$ cat src/rtl/run_monitor.sv
// ---------------------------------------------------------------------------
// run_monitor
//
// Watches a CPU from reset until it halts, counting run cycles, then walks
// the register-file debug read port and streams every entry out over a
// valid/ready channel. An optional watchdog forces the dump if the CPU never
// halts.
//
// Optional feature macro: RUN_MONITOR_STALL_CNT_EN
//   defined   -> stall_cycles counts SEND cycles with dump_ready low
//   undefined -> stall_cycles is tied to 0 and no counter is built
//
// Parameters:
//   CNT_W        width of the saturating cycle counters
//   NUM_REGS     number of register entries to dump (>= 1)
//   IDX_W        register index width, 2**IDX_W >= NUM_REGS
//   DATA_W       register data width
//   HALT_CONFIRM consecutive is_halted cycles needed to accept halt (>= 1)
//   TIMEOUT      run-cycle limit before a forced dump, 0 disables it
//
// Ports:
//   clk          clock, rising edge
//   reset        asynchronous active-high reset
//   is_halted    CPU halt indication (only looked at while running)
//   rf_addr      register-file debug read address
//   rf_data      combinational read data for rf_addr
//   dump_valid   dump entry available
//   dump_ready   consumer accepts the entry
//   dump_idx     index of the current entry
//   dump_data    value of the current entry
//   total_cycle  run cycles counted, frozen once the dump starts
//   done         dump finished, sticky until reset
//   timed_out    dump was forced by the watchdog, sticky until reset
//   stall_cycles backpressure cycle count (see macro above)
// ---------------------------------------------------------------------------
module run_monitor #(
  parameter int CNT_W        = 32,
  parameter int NUM_REGS     = 32,
  parameter int IDX_W        = 5,
  parameter int DATA_W       = 32,
  parameter int HALT_CONFIRM = 1,
  parameter int TIMEOUT      = 0
) (
  input  logic              clk,
  input  logic              reset,
  input  logic              is_halted,
  output logic [IDX_W-1:0]  rf_addr,
  input  logic [DATA_W-1:0] rf_data,
  output logic              dump_valid,
  input  logic              dump_ready,
  output logic [IDX_W-1:0]  dump_idx,
  output logic [DATA_W-1:0] dump_data,
  output logic [CNT_W-1:0]  total_cycle,
  output logic              done,
  output logic              timed_out,
  output logic [CNT_W-1:0]  stall_cycles
);

  // halt_cnt only ever needs to reach HALT_CONFIRM-1 before the FSM leaves RUN
  localparam int HC_W = (HALT_CONFIRM > 1) ? $clog2(HALT_CONFIRM) : 1;
  localparam logic [HC_W-1:0]  HALT_LAST = HC_W'(HALT_CONFIRM - 1);
  localparam logic [IDX_W-1:0] LAST_IDX  = IDX_W'(NUM_REGS - 1);

  // Keep TIMEOUT-1 non-negative when the watchdog is disabled
  localparam int               TO_M1   = (TIMEOUT > 0) ? TIMEOUT - 1 : 0;
  localparam bit               TO_EN   = (TIMEOUT != 0);
  localparam logic [CNT_W-1:0] TO_LAST = CNT_W'(TO_M1);
  localparam logic [CNT_W-1:0] TO_VAL  = CNT_W'(TIMEOUT);

  typedef enum logic [1:0] {
    ST_RUN  = 2'd0,
    ST_LOAD = 2'd1,
    ST_SEND = 2'd2,
    ST_DONE = 2'd3
  } state_t;

  state_t            state;
  state_t            state_next;
  logic [HC_W-1:0]   halt_cnt;
  logic [HC_W-1:0]   halt_cnt_next;
  logic [IDX_W-1:0]  idx;
  logic [IDX_W-1:0]  idx_next;
  logic [CNT_W-1:0]  total_next;
  logic              timed_out_next;
  logic [IDX_W-1:0]  dump_idx_next;
  logic [DATA_W-1:0] dump_data_next;

  always_ff @(posedge clk or posedge reset) begin
    if (reset) begin
      state       <= ST_RUN;
      total_cycle <= '0;
      halt_cnt    <= '0;
      idx         <= '0;
      dump_idx    <= '0;
      dump_data   <= '0;
      timed_out   <= 1'b0;
    end else begin
      state       <= state_next;
      total_cycle <= total_next;
      halt_cnt    <= halt_cnt_next;
      idx         <= idx_next;
      dump_idx    <= dump_idx_next;
      dump_data   <= dump_data_next;
      timed_out   <= timed_out_next;
    end
  end

  always_comb begin
    state_next     = state;
    total_next     = total_cycle;
    halt_cnt_next  = halt_cnt;
    idx_next       = idx;
    timed_out_next = timed_out;
    dump_idx_next  = dump_idx;
    dump_data_next = dump_data;
    rf_addr        = idx;
    dump_valid     = 1'b0;
    done           = 1'b0;

    case (state)
      ST_RUN: begin
        rf_addr       = '0;
        halt_cnt_next = is_halted ? halt_cnt + 1'b1 : '0;
        // Halt is checked first so it wins over a watchdog expiring on the
        // same edge; total_cycle is left untouched on the accepting edge.
        if (is_halted && (halt_cnt == HALT_LAST)) begin
          state_next    = ST_LOAD;
          idx_next      = '0;
          halt_cnt_next = '0;
        end else if (TO_EN && (total_cycle == TO_LAST)) begin
          total_next     = TO_VAL;
          timed_out_next = 1'b1;
          state_next     = ST_LOAD;
          idx_next       = '0;
          halt_cnt_next  = '0;
        end else if (total_cycle != '1) begin
          total_next = total_cycle + 1'b1;
        end
      end

      ST_LOAD: begin
        // rf_data answers rf_addr (== idx) combinationally in this cycle
        dump_data_next = rf_data;
        dump_idx_next  = idx;
        state_next     = ST_SEND;
      end

      ST_SEND: begin
        dump_valid = 1'b1;
        if (dump_ready) begin
          if (idx == LAST_IDX) begin
            state_next = ST_DONE;
          end else begin
            idx_next   = idx + 1'b1;
            state_next = ST_LOAD;
          end
        end
      end

      ST_DONE: begin
        done = 1'b1;
      end

      default: begin
        state_next = ST_RUN;
      end
    endcase
  end

`ifdef RUN_MONITOR_STALL_CNT_EN
  logic [CNT_W-1:0] stall_cnt;

  // Counts only while an entry is offered and refused; never moves in DONE
  always_ff @(posedge clk or posedge reset) begin
    if (reset) begin
      stall_cnt <= '0;
    end else if ((state == ST_SEND) && !dump_ready && (stall_cnt != '1)) begin
      stall_cnt <= stall_cnt + 1'b1;
    end
  end

  assign stall_cycles = stall_cnt;
`else
  assign stall_cycles = '0;
`endif

endmodule

$ cat config.mk
export PLATFORM = sky130hd
export DESIGN_NAME = run_monitor
export DESIGN_NICKNAME = d
export VERILOG_FILES = /design/src/rtl/run_monitor.sv
export SDC_FILE = /design/constraint.sdc
export NUM_CORES = 1
export LEC_CHECK = 0
export ABC_AREA = 1
export CORE_MARGIN = 1.5
export CORE_UTILIZATION = 50
export CTS_CLUSTER_DIAMETER = 80
export DETAILED_ROUTE_END_ITERATION = 16
export PLACE_DENSITY = 0.94
export SYNTH_ARGS = -nofsm -noshare
export SYNTH_HDL_FRONTEND = slang
export SYNTH_SLANG_ARGS = --single-unit
$ cat constraint.sdc
create_clock -name clk -period 5.8 [get_ports clk]
set_input_delay 1.45 -clock clk [delete_from_list [all_inputs] [get_ports clk]]
set_output_delay 1.45 -clock clk [all_outputs]
set_load 0.05 [all_outputs]
==> results.md, run 1 <==
* # Post-CTS Setup Buffers at 0
* Die area at 9090 um2
* Total GRT Usage at 24.0%
* Synthesis warning total at 0
* Worst setup SP type: flop
* Cell-internal power at 1.25 mW
* Max Slew Vio Count at 0
* Clock share of power at 17.4%
* Reg power frac at 31.4%
* Most used DFF post-synth: dfrtp_1
* # fillers at about 700
* Cell Chain, Critical Path: inv_1 > ha_1 > nor2_1 > clkdlybuf4s50_1
* Post-CTS Hold Buffers at 0
* Power per cell area at 446 nW/um2
* Final Setup Violations at 0
* DRT iter0 DRCs at about 190
* Actual slew at the worst max-slew pin at 1.08 ns
* Psw at 1.21 mW
* Crit-path max FO at 7
* Setup ws final at 2.17 ns
* Die width at 95.4 um
* Layout area overhead at 29.2%
* RD Place Congestion at 0.953
* Seq/Total Area, Yosys at between 40% and 50%
* Synthesized cell area at about 4300 um2
* Worst-Skew Late Latency at between 0.3 and 0.4 ns
* Post-synth top area share at 44.6%
* Commonest cells in the netlist: nand2_1 (288), dfrtp_1 (76), nor2_1 (56), inv_1 (36), buf_4 (33)
* Routed Antenna Nets at 0
* Share of layout cells above drive strength 1 at 4.28%
* Dpl ws at 2.58 ns
* Core outline area at 8260 um2
* Die H at between 90 and 100 um
* # DRC at 0
* Routed WL per cell at 12.6 um
* Grt total ovfl at 0
* Synth Register Bits at 76
* Logic pwr share at 51.3%
* Mean number of vias per cell at roughly 4.9
* F_max at about 0.28 GHz
* Yosys top cell by area: dfrtp_1
* Placement Cell Area at 5300 um2
* Most instantiated library cell after synthesis: nand2_1
* Outcome: completed
* Number of cell rows at 33
* CP endpoint kind: primary output
* Synth cell types at 25
* Final #Nets at 740
* Syn Area/Cell at around 7.3 um2
* CP required at between 4 and 5 ns
* Clock skew at roughly 0.0074 ns
* Post-layout min period at 3.63 ns
* Largest net degree at the start of global routing at 45
* HPWL after detailed placement at 7700 um
* Effective utilization at floorplan at 51.7%
* Antenna violations before repair at 0
* Global-route wire length before repair at around 17,000 um
* Syn Inst Count at 587
* CTS root buffer: clkbuf_8
* VDD IR max at 0.386 mV
* Leakage power at 2.63 nW
* Post-CTS sizing at 0
* Asr flop ratio synth at 100%
* Final TNS setup at 0 ns
* Number of global-route vias before repair at 3,851
* CP max-delay cell: clkdlybuf4s50_1
* Crit share post-route at 62.6%
* Slew HR at roughly 28%
* # clock sinks at 76
* Fin area at about 5500 um2
* Buffers on Ports at roughly 110
* Detailed-router iteration count before antenna repair at 5
* Total inserted antenna cells at 0
* Switch share at 49.2%
* Deepest level of the CTS H-tree at 3
* Critical path type: reg -> out
* EDFF count, synth at 0
* Ranking of synthesized cells by area: dfrtp_1 (45%), nand2_1 (25%), buf_4 (5.8%)
* Hold crit path type: reg -> reg
* Routed WL at around 10,000 um
* I/O pins at 145
* RSZ-0062 raised after global routing: no
* TritonCTS clock tree: built
* Fin. Hold Viols at 0
* Bufs on Longest Clock Path at 2
* Clock transition at path regs at 0.09 ns
* CP peak stage delay at 0.84 ns
* Cts bufs inserted at 9
* # Max-Cap Violations at 0
* Vias at ~3,900
* Crit path arrival time at about 2.2 ns
==> placed cells by master, fill, tap and decap left out, types with 2 or more instances in the layout <==
master           instances
nand2_1                288
clkdlybuf4s50_1        111
dfrtp_1                 76
nor2_1                  56
inv_1                   35
conb_1                  33
o21ai_0                 20
nand3_1                 20
clkbuf_8                10
xor2_1                   8
ha_1                     8
xnor2_1                  6
nand3b_1                 4
nand4_1                  3
nand2_2                  3
nor2_4                   3
inv_6                    3
nor2_2                   2
clkinvlp_4               2
buf_4                    2
==> power by group through the flow <==
| stage | clock, mW | combinational (mW) | sequential, mW |
|---|---|---|---|
| 2_1_floorplan | 0 | 0.452 | 1.22 |
| 3_3_place_gp | 0 | 1.24 | 0.770 |
| 3_5_place_dp | 0 | 1.27 | 0.778 |
| 4_1_cts | 0.436 | 1.27 | 0.771 |
| 5_1_grt | 0.453 | 1.36 | 0.789 |
| 6_report | 0.427 | 1.26 | 0.771 |
==> worst max-delay path, delay by kind of cell (launching register included) <==
family | cells | cell delay (ns)
buffers and inverters | 2 | 0.94
flip-flops | 1 | 0.42
AND/OR/NAND/NOR | 1 | 0.17
adder cells (fa/ha/maj) | 1 | 0.29
==> area by class of cell <==
class	count	area, um2	share of cell area [%]
flip-flops and latches	76	1900	34.5
well taps	105	131	2.38
multi-input cells	458	2000	36.2
repair buffers	113	1130	20.4
clock inverters	6	71.3	1.29
clock buffers	10	138	2.50
inverters	38	148	2.68
==> cells by family after synthesis <==
group	count (synthesis)	synth area share, %
compound gates	21	2.52
xor+xnor	14	2.87
fa+ha+maj	8	2.35
buf+inv	85	11.4
flops	76	44.6
other cells	1	0.0879
simple gates	382	36.2
==> registers in the layout, indices dropped and copies added, names as in the netlist <==
signal / count
dump_data: 32
dump_idx: 5
idx: 5
state: 2
total_cycle: 32
==> worst paths after layout <==
check,start,endpoint,slack [ns],cells past startpoint
min in group asynchronous,reset,total_cycle[31],1.52,2
worst max-delay path,state[0],rf_addr[1],2.17,4
worst min-delay path,dump_data[14],dump_data[14],0.47,2
worst min register to register,dump_data[14],dump_data[14],0.47,2
worst max register to register,state[1],dump_idx[2],3.30,5
max in group asynchronous,reset,dump_idx[4],3.28,3
==> per-stage QoR <==
stage	hold WS (ns)	instances	utilization (%)	power, mW
floorplan	0.474	619	-	1.67
global placement	0.452	790	64.2	2.01
detailed placement	0.458	790	64.2	2.05
CTS	0.479	806	66.8	2.48
global route	0.503	806	66.8	2.60
finish	0.474	806	66.8	2.46
==> routing by layer <==
metal / wire length, um / vias to the layer above / track usage (%) / part of all wire, %
met3: 835 / 22 / 6.94 / 8.2
met4: 259 / 0 / 11.7 / 2.6
met2: 5040 / 156 / 41.5 / 50
met5: 0 / - / 0 / 0
met1: 4020 / 1801 / 27.0 / 40
li1: - / 1937 / - / -
No activity file was read; power rests on OpenSTA's default activity.
==> run 2, diff against run 1 <==
- CORE_UTILIZATION: 50 -> 46
- PLACE_DENSITY: 0.94 -> 0.88
- clock period: 5.8 -> 3.5 ns (I/O delays scaled with it)
==> results.md, run 2 (synthesized netlist as in run 1, its figures left out) <==
* Routed WL per cell at 13.1 um (was 12.6 um)
* Effective utilization at floorplan at 48.2% (was 51.7%)
* Clock skew at 0.00819 ns (was 0.00743 ns)
* Post-CTS sizing at 0 (unchanged)
* Number of cell rows at 34 (was 33)
* Placement Cell Area at 5330 um2 (was 5300 um2)
* Crit path arrival time at 2.14 ns (was 2.18 ns)
* Total inserted antenna cells at 0 (unchanged)
* # clock sinks at 76 (unchanged)
* CP max-delay cell: clkdlybuf4s50_1 (unchanged)
* Vias at 3,968 (was 3,916)
* CP peak stage delay at 0.82 ns (was 0.84 ns)
* Worst setup SP type: flop (unchanged)
* CP required at 2.62 ns (was 4.35 ns)
* # fillers at 713 (was 695)
* Die width at 99.3 um (was 95.4 um)
* Final #Nets at 741 (was 740)
* Power per cell area at 752 nW/um2 (was 446 nW/um2)
* Placed Cells incl. Taps at 794 (was 790)
* Fin cells at 810 (was 806)
* Total GRT Usage at 22.6% (was 24.0%)
* Dpl ws at 0.885 ns (was 2.58 ns)
* HPWL after detailed placement at 7660 um (was 7700 um)
* FF-to-FF path depth at 8 (was 5)
* RSZ-0062 raised after global routing: no (unchanged)
* TritonCTS clock tree: built (unchanged)
* Post-CTS Hold Buffers at 0 (unchanged)
* I/O pins at 145 (unchanged)
* Leakage power at 2.65 nW (was 2.63 nW)
* Largest net degree at the start of global routing at 42 (was 45)
* # DRC at 0 (unchanged)
* Routed WL at 10,600 um (was 10,200 um)
* F_max at approximately 0.33 GHz
* Final Setup Violations at 0 (unchanged)
* Hold crit path type: reg -> reg (unchanged)
* Number of global-route vias before repair at 3,940 (was 3,851)
* Crit-path max FO at 7 (unchanged)
* Max Slew Vio Count at 0 (unchanged)
* Hold Crit Endpoint: dump_data[26] (was dump_data[14])
* Actual slew at the worst max-slew pin at 0.785 ns (was 1.08 ns)
* Most common cell after layout, fill and taps aside: nand2_1 (unchanged)
* Critical R2R Capture: idx[0] (was dump_idx[2])
* Share of layout cells above drive strength 1 at 4.27% (was 4.28%)
* Die H at 99.3 um (was 95.4 um)
* Overall Power at 4.19 mW (was 2.46 mW)
* Slew HR at 47.6% (was 27.7%)
* Clock transition at path regs at 0.08 ns (was 0.09 ns)
* Final TNS setup at 0 ns (unchanged)
* DRT iter0 DRCs at 130 (was 194)
* Mean number of vias per cell at 4.90 (was 4.86)
* CP endpoint kind: primary output (unchanged)
* R2r setup slk at 1.51 ns (was 3.30 ns)
* Crit share post-route at 86.2%
* Layout area overhead at 30.5% (was 29.2%)
* Cts bufs inserted at 9 (unchanged)
* CTS root buffer: clkbuf_8 (unchanged)
* Min-delay src: dump_data[26] (was dump_data[14])
* VDD IR max at 0.656 mV (was 0.386 mV)
* Critical path type: reg -> out (unchanged)
* # Max-Cap Violations at 0 (unchanged)
* Crit path max-delay family: buffers and inverters (unchanged)
* Global-route wire length before repair at 17,800 um (was 16,900 um)
* Most frequent cells in the layout: nand2_1 (288), clkdlybuf4s50_1 (111), dfrtp_1 (76) (unchanged)
* Routed Antenna Nets at 0 (unchanged)
* Buffers on Ports at 111 (unchanged)
* Bufs and invs on worst path at 2 (unchanged)
* Fin. Hold Viols at 0 (unchanged)
* Reg2Reg Launch Point: state[0] (was state[1])
* Sequential standard cell area at 1900 um2 (unchanged)
* Registers with the most flip-flops: dump_data: 32 flops, total_cycle: 32 flops (unchanged)
* Worst-Skew Late Latency at 0.35 ns (about the same)
* Setup ws final at 0.484 ns (was 2.17 ns)
* Post-layout min period at 3.02 ns
* Cell Chain, Critical Path: inv_1 > ha_1 > nor2_1 > clkdlybuf4s50_1 (unchanged)
* Detailed-router iteration count before antenna repair at 5 (unchanged)
* Min-Delay Path Depth at 2 (unchanged)
* Die area at 9860 um2 (was 9090 um2)
* # Post-CTS Setup Buffers at 0 (unchanged)
* Core outline area at 8850 um2 (was 8260 um2)
* Antenna violations before repair at 0 (unchanged)
* Bufs on Longest Clock Path at 2 (unchanged)
* Grt total ovfl at 0 (unchanged)
* Multi-input gate area at 2000 um2 (unchanged)
* Deepest level of the CTS H-tree at 3 (unchanged)
* RD Place Congestion at 0.918 (was 0.953)
* Fin area at 5570 um2 (was 5510 um2)
* Worst setup startpoint: state[0] (unchanged)
* Outcome: completed (unchanged)
-- run 2: how the worst max path moves through the flow --
stage	end	slack, ns	depth (start not counted)
after floorplan	dump_data[0]	0.69	1
after global placement	rf_addr[4]	0.93	4
after detailed placement	rf_addr[2]	0.88	4
after CTS	rf_addr[2]	0.50	4
after global routing	rf_addr[4]	0.40	4
final	rf_addr[2]	0.48	4
-- run 2: layout make-up --
| class | count | area share, % |
|---|---|---|
| multi-input cells | 458 | 35.9 |
| flip-flops and latches | 76 | 34.2 |
| clock buffers | 10 | 2.29 |
| clock inverters | 6 | 2.00 |
| well taps | 108 | 2.43 |
| inverters | 38 | 2.65 |
| repair buffers | 114 | 20.6 |
-- run 2: per-layer routing --
metal / global-route usage (%) / vias to the layer above / wire length, um
met1: 25.1 / 1792 / 4040
met3: 7.38 / 34 / 1020
met2: 39.0 / 202 / 5180
met5: 0 / - / 0
li1: - / 1940 / -
met4: 11.2 / 0 / 335
-- run 2: through the flow --
stage          hold WS, ns  util (%)
2_1_floorplan        0.474         -
3_3_place_gp         0.453      60.2
3_5_place_dp         0.458      60.2
4_1_cts              0.479      62.9
5_1_grt              0.495      62.9
6_report             0.476      62.9
-- run 2: where the power goes --
part	switching (mW)	leakage (nW)	internal [mW]	total [mW]
Sequential	0.161	0.996	1.12	1.28
Combinational	1.49	1.54	0.606	2.10
Clock	0.338	0.117	0.475	0.814
-- run 2: tightest hold or removal path, delay by kind of cell (launching register included) --
family        cells  cell delay, ns
flops             1            0.35
simple gates      2            0.09
